==> config.mk <==
export PLATFORM = sky130hd
export DESIGN_NAME = seg_scan_driver_flat
export DESIGN_NICKNAME = d
export VERILOG_FILES = /design/src/rtl/seg_scan_driver_if.sv /design/src/rtl/seg_scan_driver.sv /design/src/flat_wrapper.sv
export SDC_FILE = /design/constraint.sdc
export NUM_CORES = 1
export LEC_CHECK = 0
export BUFFER_PORTS_ARGS = -buffer_cell sky130_fd_sc_hd__buf_2
export CORE_MARGIN = 4
export CORE_UTILIZATION = 25
export DETAILED_ROUTE_END_ITERATION = 8
export GPL_ROUTABILITY_DRIVEN = 0
export GPL_TIMING_DRIVEN = 1
export PLACE_DENSITY = 0.43
export SLEW_MARGIN = 10
export SYNTH_ARGS = -nofsm -noshare
export SYNTH_HDL_FRONTEND = slang
export SYNTH_SLANG_ARGS = --single-unit
==> constraint.sdc <==
create_clock -name clk -period 2.7 [get_ports clk]
set_input_delay 0.54 -clock clk [delete_from_list [all_inputs] [get_ports clk]]
set_output_delay 0.54 -clock clk [all_outputs]
set_load 0.005 [all_outputs]
==> src/rtl/seg_scan_driver_if.sv <==
// Bus bundle for the seven-segment scan driver: control/data inputs and
// the registered segment/anode outputs.
interface seg_scan_driver_if #(
  parameter int DIGITS = 4
);
  logic                  en;
  logic                  load;
  logic [4*DIGITS-1:0]   data;
  logic [DIGITS-1:0]     dp_in;
  logic                  hex_mode;
  logic                  lz_blank;
  logic [6:0]            seg;
  logic                  dp;
  logic [DIGITS-1:0]     an;
  logic                  frame_done;

  modport master (
    output en, load, data, dp_in, hex_mode, lz_blank,
    input  seg, dp, an, frame_done
  );

  modport slave (
    input  en, load, data, dp_in, hex_mode, lz_blank,
    output seg, dp, an, frame_done
  );
endinterface

==> src/rtl/seg_scan_driver.sv <==
// Multiplexed seven-segment scan driver. A prescaler paces the digit index;
// new data is double-buffered and only swapped in at the frame wrap so a
// frame never mixes old and new values. All display outputs are registered
// and active-low.
module seg_scan_driver #(
  parameter int DIGITS   = 4,
  parameter int SCAN_DIV = 50000
) (
  input  logic              clk,
  input  logic              rst_n,
  seg_scan_driver_if.slave  bus
);
  localparam int CW = (SCAN_DIV > 1) ? $clog2(SCAN_DIV) : 1;
  localparam int IW = (DIGITS > 1) ? $clog2(DIGITS) : 1;

  logic [CW-1:0]         cnt;
  logic [IW-1:0]         idx;
  logic                  tick;
  logic                  wrap;

  logic [4*DIGITS-1:0]   pend_data;
  logic [DIGITS-1:0]     pend_dp;
  logic                  pend_v;
  logic [4*DIGITS-1:0]   act_data;
  logic [DIGITS-1:0]     act_dp;

  logic [3:0]            nib;
  logic                  lead_zero;
  logic [6:0]            glyph;

  logic [6:0]            seg_r;
  logic                  dp_r;
  logic [DIGITS-1:0]     an_r;
  logic                  frame_done_r;

  assign tick = bus.en && (cnt == CW'(SCAN_DIV - 1));
  assign wrap = tick && (idx == IW'(DIGITS - 1));

  // Prescaler and digit index; both freeze while scanning is disabled.
  always_ff @(posedge clk or negedge rst_n) begin
    if (!rst_n) begin
      cnt <= '0;
      idx <= '0;
    end else if (bus.en) begin
      cnt <= tick ? '0 : cnt + 1'b1;
      if (tick)
        idx <= wrap ? '0 : idx + 1'b1;
    end
  end

  // Double buffer: loads land in pending; pending moves to active only at a
  // wrap, and a load on the wrap cycle itself waits for the next wrap.
  always_ff @(posedge clk or negedge rst_n) begin
    if (!rst_n) begin
      pend_data <= '0;
      pend_dp   <= '0;
      pend_v    <= 1'b0;
      act_data  <= '0;
      act_dp    <= '0;
    end else begin
      if (wrap && pend_v) begin
        act_data <= pend_data;
        act_dp   <= pend_dp;
      end
      if (bus.load) begin
        pend_data <= bus.data;
        pend_dp   <= bus.dp_in;
        pend_v    <= 1'b1;
      end else if (wrap) begin
        pend_v <= 1'b0;
      end
    end
  end

  // Glyph decode for the current digit, including live hex and
  // leading-zero blanking (digit 0 is never blanked).
  always_comb begin
    nib       = act_data[4*int'(idx) +: 4];
    lead_zero = 1'b1;
    for (int j = 0; j < DIGITS; j++) begin
      if (j >= int'(idx) && act_data[4*j +: 4] != 4'h0)
        lead_zero = 1'b0;
    end
    case (nib)
      4'h0: glyph = 7'h40;
      4'h1: glyph = 7'h79;
      4'h2: glyph = 7'h24;
      4'h3: glyph = 7'h30;
      4'h4: glyph = 7'h19;
      4'h5: glyph = 7'h12;
      4'h6: glyph = 7'h02;
      4'h7: glyph = 7'h78;
      4'h8: glyph = 7'h00;
      4'h9: glyph = 7'h10;
      4'hA: glyph = 7'h08;
      4'hB: glyph = 7'h03;
      4'hC: glyph = 7'h46;
      4'hD: glyph = 7'h21;
      4'hE: glyph = 7'h06;
      default: glyph = 7'h0E;
    endcase
    if (nib >= 4'hA && !bus.hex_mode)
      glyph = 7'h7F;
    if (bus.lz_blank && idx != '0 && lead_zero)
      glyph = 7'h7F;
  end

  // Registered display outputs, blanked while disabled, plus the frame pulse.
  always_ff @(posedge clk or negedge rst_n) begin
    if (!rst_n) begin
      seg_r        <= 7'h7F;
      dp_r         <= 1'b1;
      an_r         <= '1;
      frame_done_r <= 1'b0;
    end else begin
      frame_done_r <= wrap;
      if (bus.en) begin
        seg_r <= glyph;
        dp_r  <= ~act_dp[idx];
        an_r  <= ~(DIGITS'(1) << idx);
      end else begin
        seg_r <= 7'h7F;
        dp_r  <= 1'b1;
        an_r  <= '1;
      end
    end
  end

  assign bus.seg        = seg_r;
  assign bus.dp         = dp_r;
  assign bus.an         = an_r;
  assign bus.frame_done = frame_done_r;
endmodule

==> src/flat_wrapper.sv <==
// flat-port wrapper written by rule: the top's interface ports become plain ports
module seg_scan_driver_flat 
#(
  parameter int DIGITS   = 4,
  parameter int SCAN_DIV = 50000
)
  (clk, rst_n, bus_en, bus_load, bus_data, bus_dp_in, bus_hex_mode, bus_lz_blank, bus_seg, bus_dp, bus_an, bus_frame_done);
  seg_scan_driver_if #(.DIGITS(DIGITS)) bus_i ();
  input  logic clk;
  input  logic rst_n;
  input wire logic [$bits(bus_i.en)-1:0] bus_en;
  input wire logic [$bits(bus_i.load)-1:0] bus_load;
  input wire logic [$bits(bus_i.data)-1:0] bus_data;
  input wire logic [$bits(bus_i.dp_in)-1:0] bus_dp_in;
  input wire logic [$bits(bus_i.hex_mode)-1:0] bus_hex_mode;
  input wire logic [$bits(bus_i.lz_blank)-1:0] bus_lz_blank;
  output wire logic [$bits(bus_i.seg)-1:0] bus_seg;
  output wire logic [$bits(bus_i.dp)-1:0] bus_dp;
  output wire logic [$bits(bus_i.an)-1:0] bus_an;
  output wire logic [$bits(bus_i.frame_done)-1:0] bus_frame_done;
  assign bus_i.en = bus_en;
  assign bus_i.load = bus_load;
  assign bus_i.data = bus_data;
  assign bus_i.dp_in = bus_dp_in;
  assign bus_i.hex_mode = bus_hex_mode;
  assign bus_i.lz_blank = bus_lz_blank;
  assign bus_seg = bus_i.seg;
  assign bus_dp = bus_i.dp;
  assign bus_an = bus_i.an;
  assign bus_frame_done = bus_i.frame_done;
  seg_scan_driver #(.DIGITS(DIGITS), .SCAN_DIV(SCAN_DIV)) u_core (.clk(clk), .rst_n(rst_n), .bus(bus_i));
endmodule
==> key figures <==
Global routing
  – Global Route Usage Sum: 9.405%
  – Vias in the first global route: 2146
  – Initial antenna violation count: 0
  – Largest net degree at the start of global routing: 73
  – First-pass GRT wire length: 11570 microns
  – Total gr overflow: 0

Synthesis
  – Dominant synthesized flop cell: dfrtp_1
  – Post-synth top area share: 44.07%
  – Avg Cell Area, Syn: 12.95 sq um
  – Mapped Cells: 263
  – Synth unique cells: 43
  – Register area share after synthesis: 53.32%
  – Post-synth EDFFs: 0
  – Largest area contributor in the netlist: dfrtp_1
  – #FFs+latches synth: 72
  – Mapped Area: 0.003407 sq mm
  – Most common cell in the netlist: dfrtp_1
  – Commonest cells post-synth: 60 x dfrtp_1, 23 x mux2_2, 20 x mux2_1
  – Post-Syn Nets: 300
  – Async SR Flop Fraction: 100.0%
  – Synth warn: 0
  – Top cells by area, synth: dfrtp_1 44%, dfstp_2 9.3%, mux2_2 7.6%, mux2_1 6.6%, mux4_2 4.6%

Setup path
  – Largest stage delay, worst path: 650 ps
  – Buf+Inv Stages, Crit Path: 0
  – Critical Path AT: 2620 ps
  – CP Max Fanout: 9
  – CP cell instances: mux4_2 > ha_1 > nor2b_1 > a22oi_1 > o21ai_1 > nand4_1
  – Delay-heaviest family, CP: multiplexers
  – Crit Path Category: reg2reg
  – CP max stage cell: mux4_2
  – Req. time, crit path: 2920 ps
  – Nature of the critical path endpoint: flip-flop
  – Critical Path Start Type: flip-flop

Die
  – Die width: 124.7 microns
  – Die H: 124.7 microns
  – Core area: 0.01330 sq mm
  – Std cell rows: 42
  – Die area: 0.01556 sq mm
  – # IOs: 39
  – Starting Density: 25.63%

Clock network
  – H-tree depth: 3
  – Setup repair bufs after CTS: 0
  – Clk slew on worst S/H paths: 60 ps
  – Num CTS Buffers: 9
  – Post_cts resized: 0
  – Later-pin clock latency in the skew report: 330 ps
  – CTS tree: done
  – # hold bufs at CTS: 0
  – CTS max path bufs: 2
  – # clock sinks: 72
  – Clock root cell: clkbuf_16

Finish
  – Finished Core Util: 30.97%
  – Non-Filler Instances: 489
  – Area added between synthesis and finish: 20.86%
  – Fill count: 1358
  – Layout Nets: 345
  – Layout cell share with drive strength beyond 1: 33.23%
  – N_diodes: 0
  – Final instance area: 0.004118 sq mm

Route
  – Router iterations before antenna repair: 4
  – Post-route DRC: 0
  – Per-cell routed wire length: 14.03 microns
  – Routed WL: 6859 microns
  – ANT nets after route: 0
  – Via Count: 2126
  – Iter 0 DRT Violations: 73
  – DR vias/cell: 4.348

Timing
  – Fmax: 417.5 MHz
  – Final TNS setup: 0 ps
  – Period utilization: 88.72%
  – Worst rel slew slack: 66.11%
  – Fin. max-slew vios: 0
  – Setup Viol. Count Final: 0
  – Worst slew pin tran: 504.9 ps
  – Min Tclk post-route: 2395 ps
  – Setup Skew: 7.385 ps
  – Final Hold Fails: 0
  – Unrepaired setup endpoints after global routing: false

Min path
  – Worst hold-check path type: in2async

Place
  – Port buffer count: 38
  – Placed instance count: 473
  – DP HPWL: 4806 microns
  – Placement-stage cell area: 0.003819 sq mm

Power
  – Leak pwr: 1.844 nW
  – PD cells: 632.7 mW/mm^2
  – Worst vdd ir: 0.2684 mV
  – Design Power: 0.002605 W

Status
  – Result of the run: finished, final reports clean

Run
  – Max-cap violations: 0
-- report_power, final --
part	switching (W)	total [W]	internal [W]
logic	0.0000873	0.000187	0.0000994
registers	0.0000733	0.00124	0.00117
clock network	0.000439	0.00118	0.000738
total	0.000600	0.00261	0.00201
-- area by class of cell --
class	count	area [sq um]	area share, %
clock inverter	5	56.30	1.367
inverter	11	41.29	1.003
tap	176	220.2	5.348
sequential	72	1817	44.12
timing repair buffer	44	247.7	6.016
multi-input combinational	170	1493	36.25
clock buffer	11	242.7	5.895
-- final timing paths --
kind / slack, ps / cells after the start / endpoint / start
worst min register to register: 480 / 1 / u_core.pend_v$_DFFE_PN0P_ / u_core.pend_v$_DFFE_PN0P_
worst max register to register: 300 / 6 / u_core.bus.seg[5]$_DFF_PN1_ / u_core.idx[0]$_DFFE_PN0P_
max in group asynchronous: 2140 / 2 / u_core.bus.an[3]$_DFF_PN1_ / rst_n
worst max-delay path: 300 / 6 / u_core.bus.seg[5]$_DFF_PN1_ / u_core.idx[0]$_DFFE_PN0P_
min in group clk: 440 / 2 / u_core.pend_data[4]$_DFFE_PN0P_ / bus_data[4]
worst min-delay path: 230 / 2 / u_core.cnt[9]$_DFFE_PN0P_ / rst_n
-- per-stage QoR --
stage | worst slack (ps) | hold slack, ps
6_report | 304.6 | 232.0
5_1_grt | 108.0 | 254.2
4_1_cts | 286.0 | 244.4
3_5_place_dp | 302.0 | 460.8
3_3_place_gp | 350.4 | 463.0
2_1_floorplan | 516.2 | 244.4
-- worst reg2reg max path: stages (launching register included) --
cell	delay, ps
dfrtp_1	570
mux4_2	650
ha_1	260
nor2b_1	120
a22oi_1	90
o21ai_1	420
nand4_1	170
-- kinds of logic after synthesis --
kind of cell | synth area share (%)
buffers and inverters | 2.864
muxes | 20.31
adders and majority gates | 4.040
and+or+nand+nor | 11.90
DFF | 53.32
xor gates and xnor gates | 3.856
AOI/OAI and AO/OA | 3.709
-- layer usage --
| metal | vias to the layer above | GRT usage (%) | routed length [microns] |
|---|---|---|---|
| li1 | 1034 | - | - |
| met1 | 1039 | 12.89 | 3469 |
| met2 | 47 | 13.07 | 2924 |
| met3 | 6 | 3.431 | 378 |
| met4 | 0 | 4.449 | 87 |
| met5 | - | 0 | 0 |
-- registers in the layout (all words and copies together), names as in the netlist --
name                   count
u_core.pend_data          16
u_core.act_data           16
u_core.idx                 2
u_core.cnt                16
u_core.pend_v              1
u_core.bus.an              4
u_core.act_dp              4
u_core.bus.frame_done      1
u_core.bus.dp              1
u_core.bus.seg             7
u_core.pend_dp             4
-- cells in the final DEF, fill, tap and decap left out, types with 4 or more instances in the layout --
master and n:
buf_2 38, buf_4 5, clkbuf_16 9, dfrtp_1 60, dfstp_2 12, ha_1 11
inv_1 11, mux2_1 20, mux2_2 23, mux2i_1 5, mux4_2 7, nand2_1 14
nand3_1 9, nand4_1 7, nor2_1 12, nor2b_1 8, o21ai_0 4, xnor2_1 8
xor2_1 7
No activity file was read; power rests on OpenSTA's default activity.
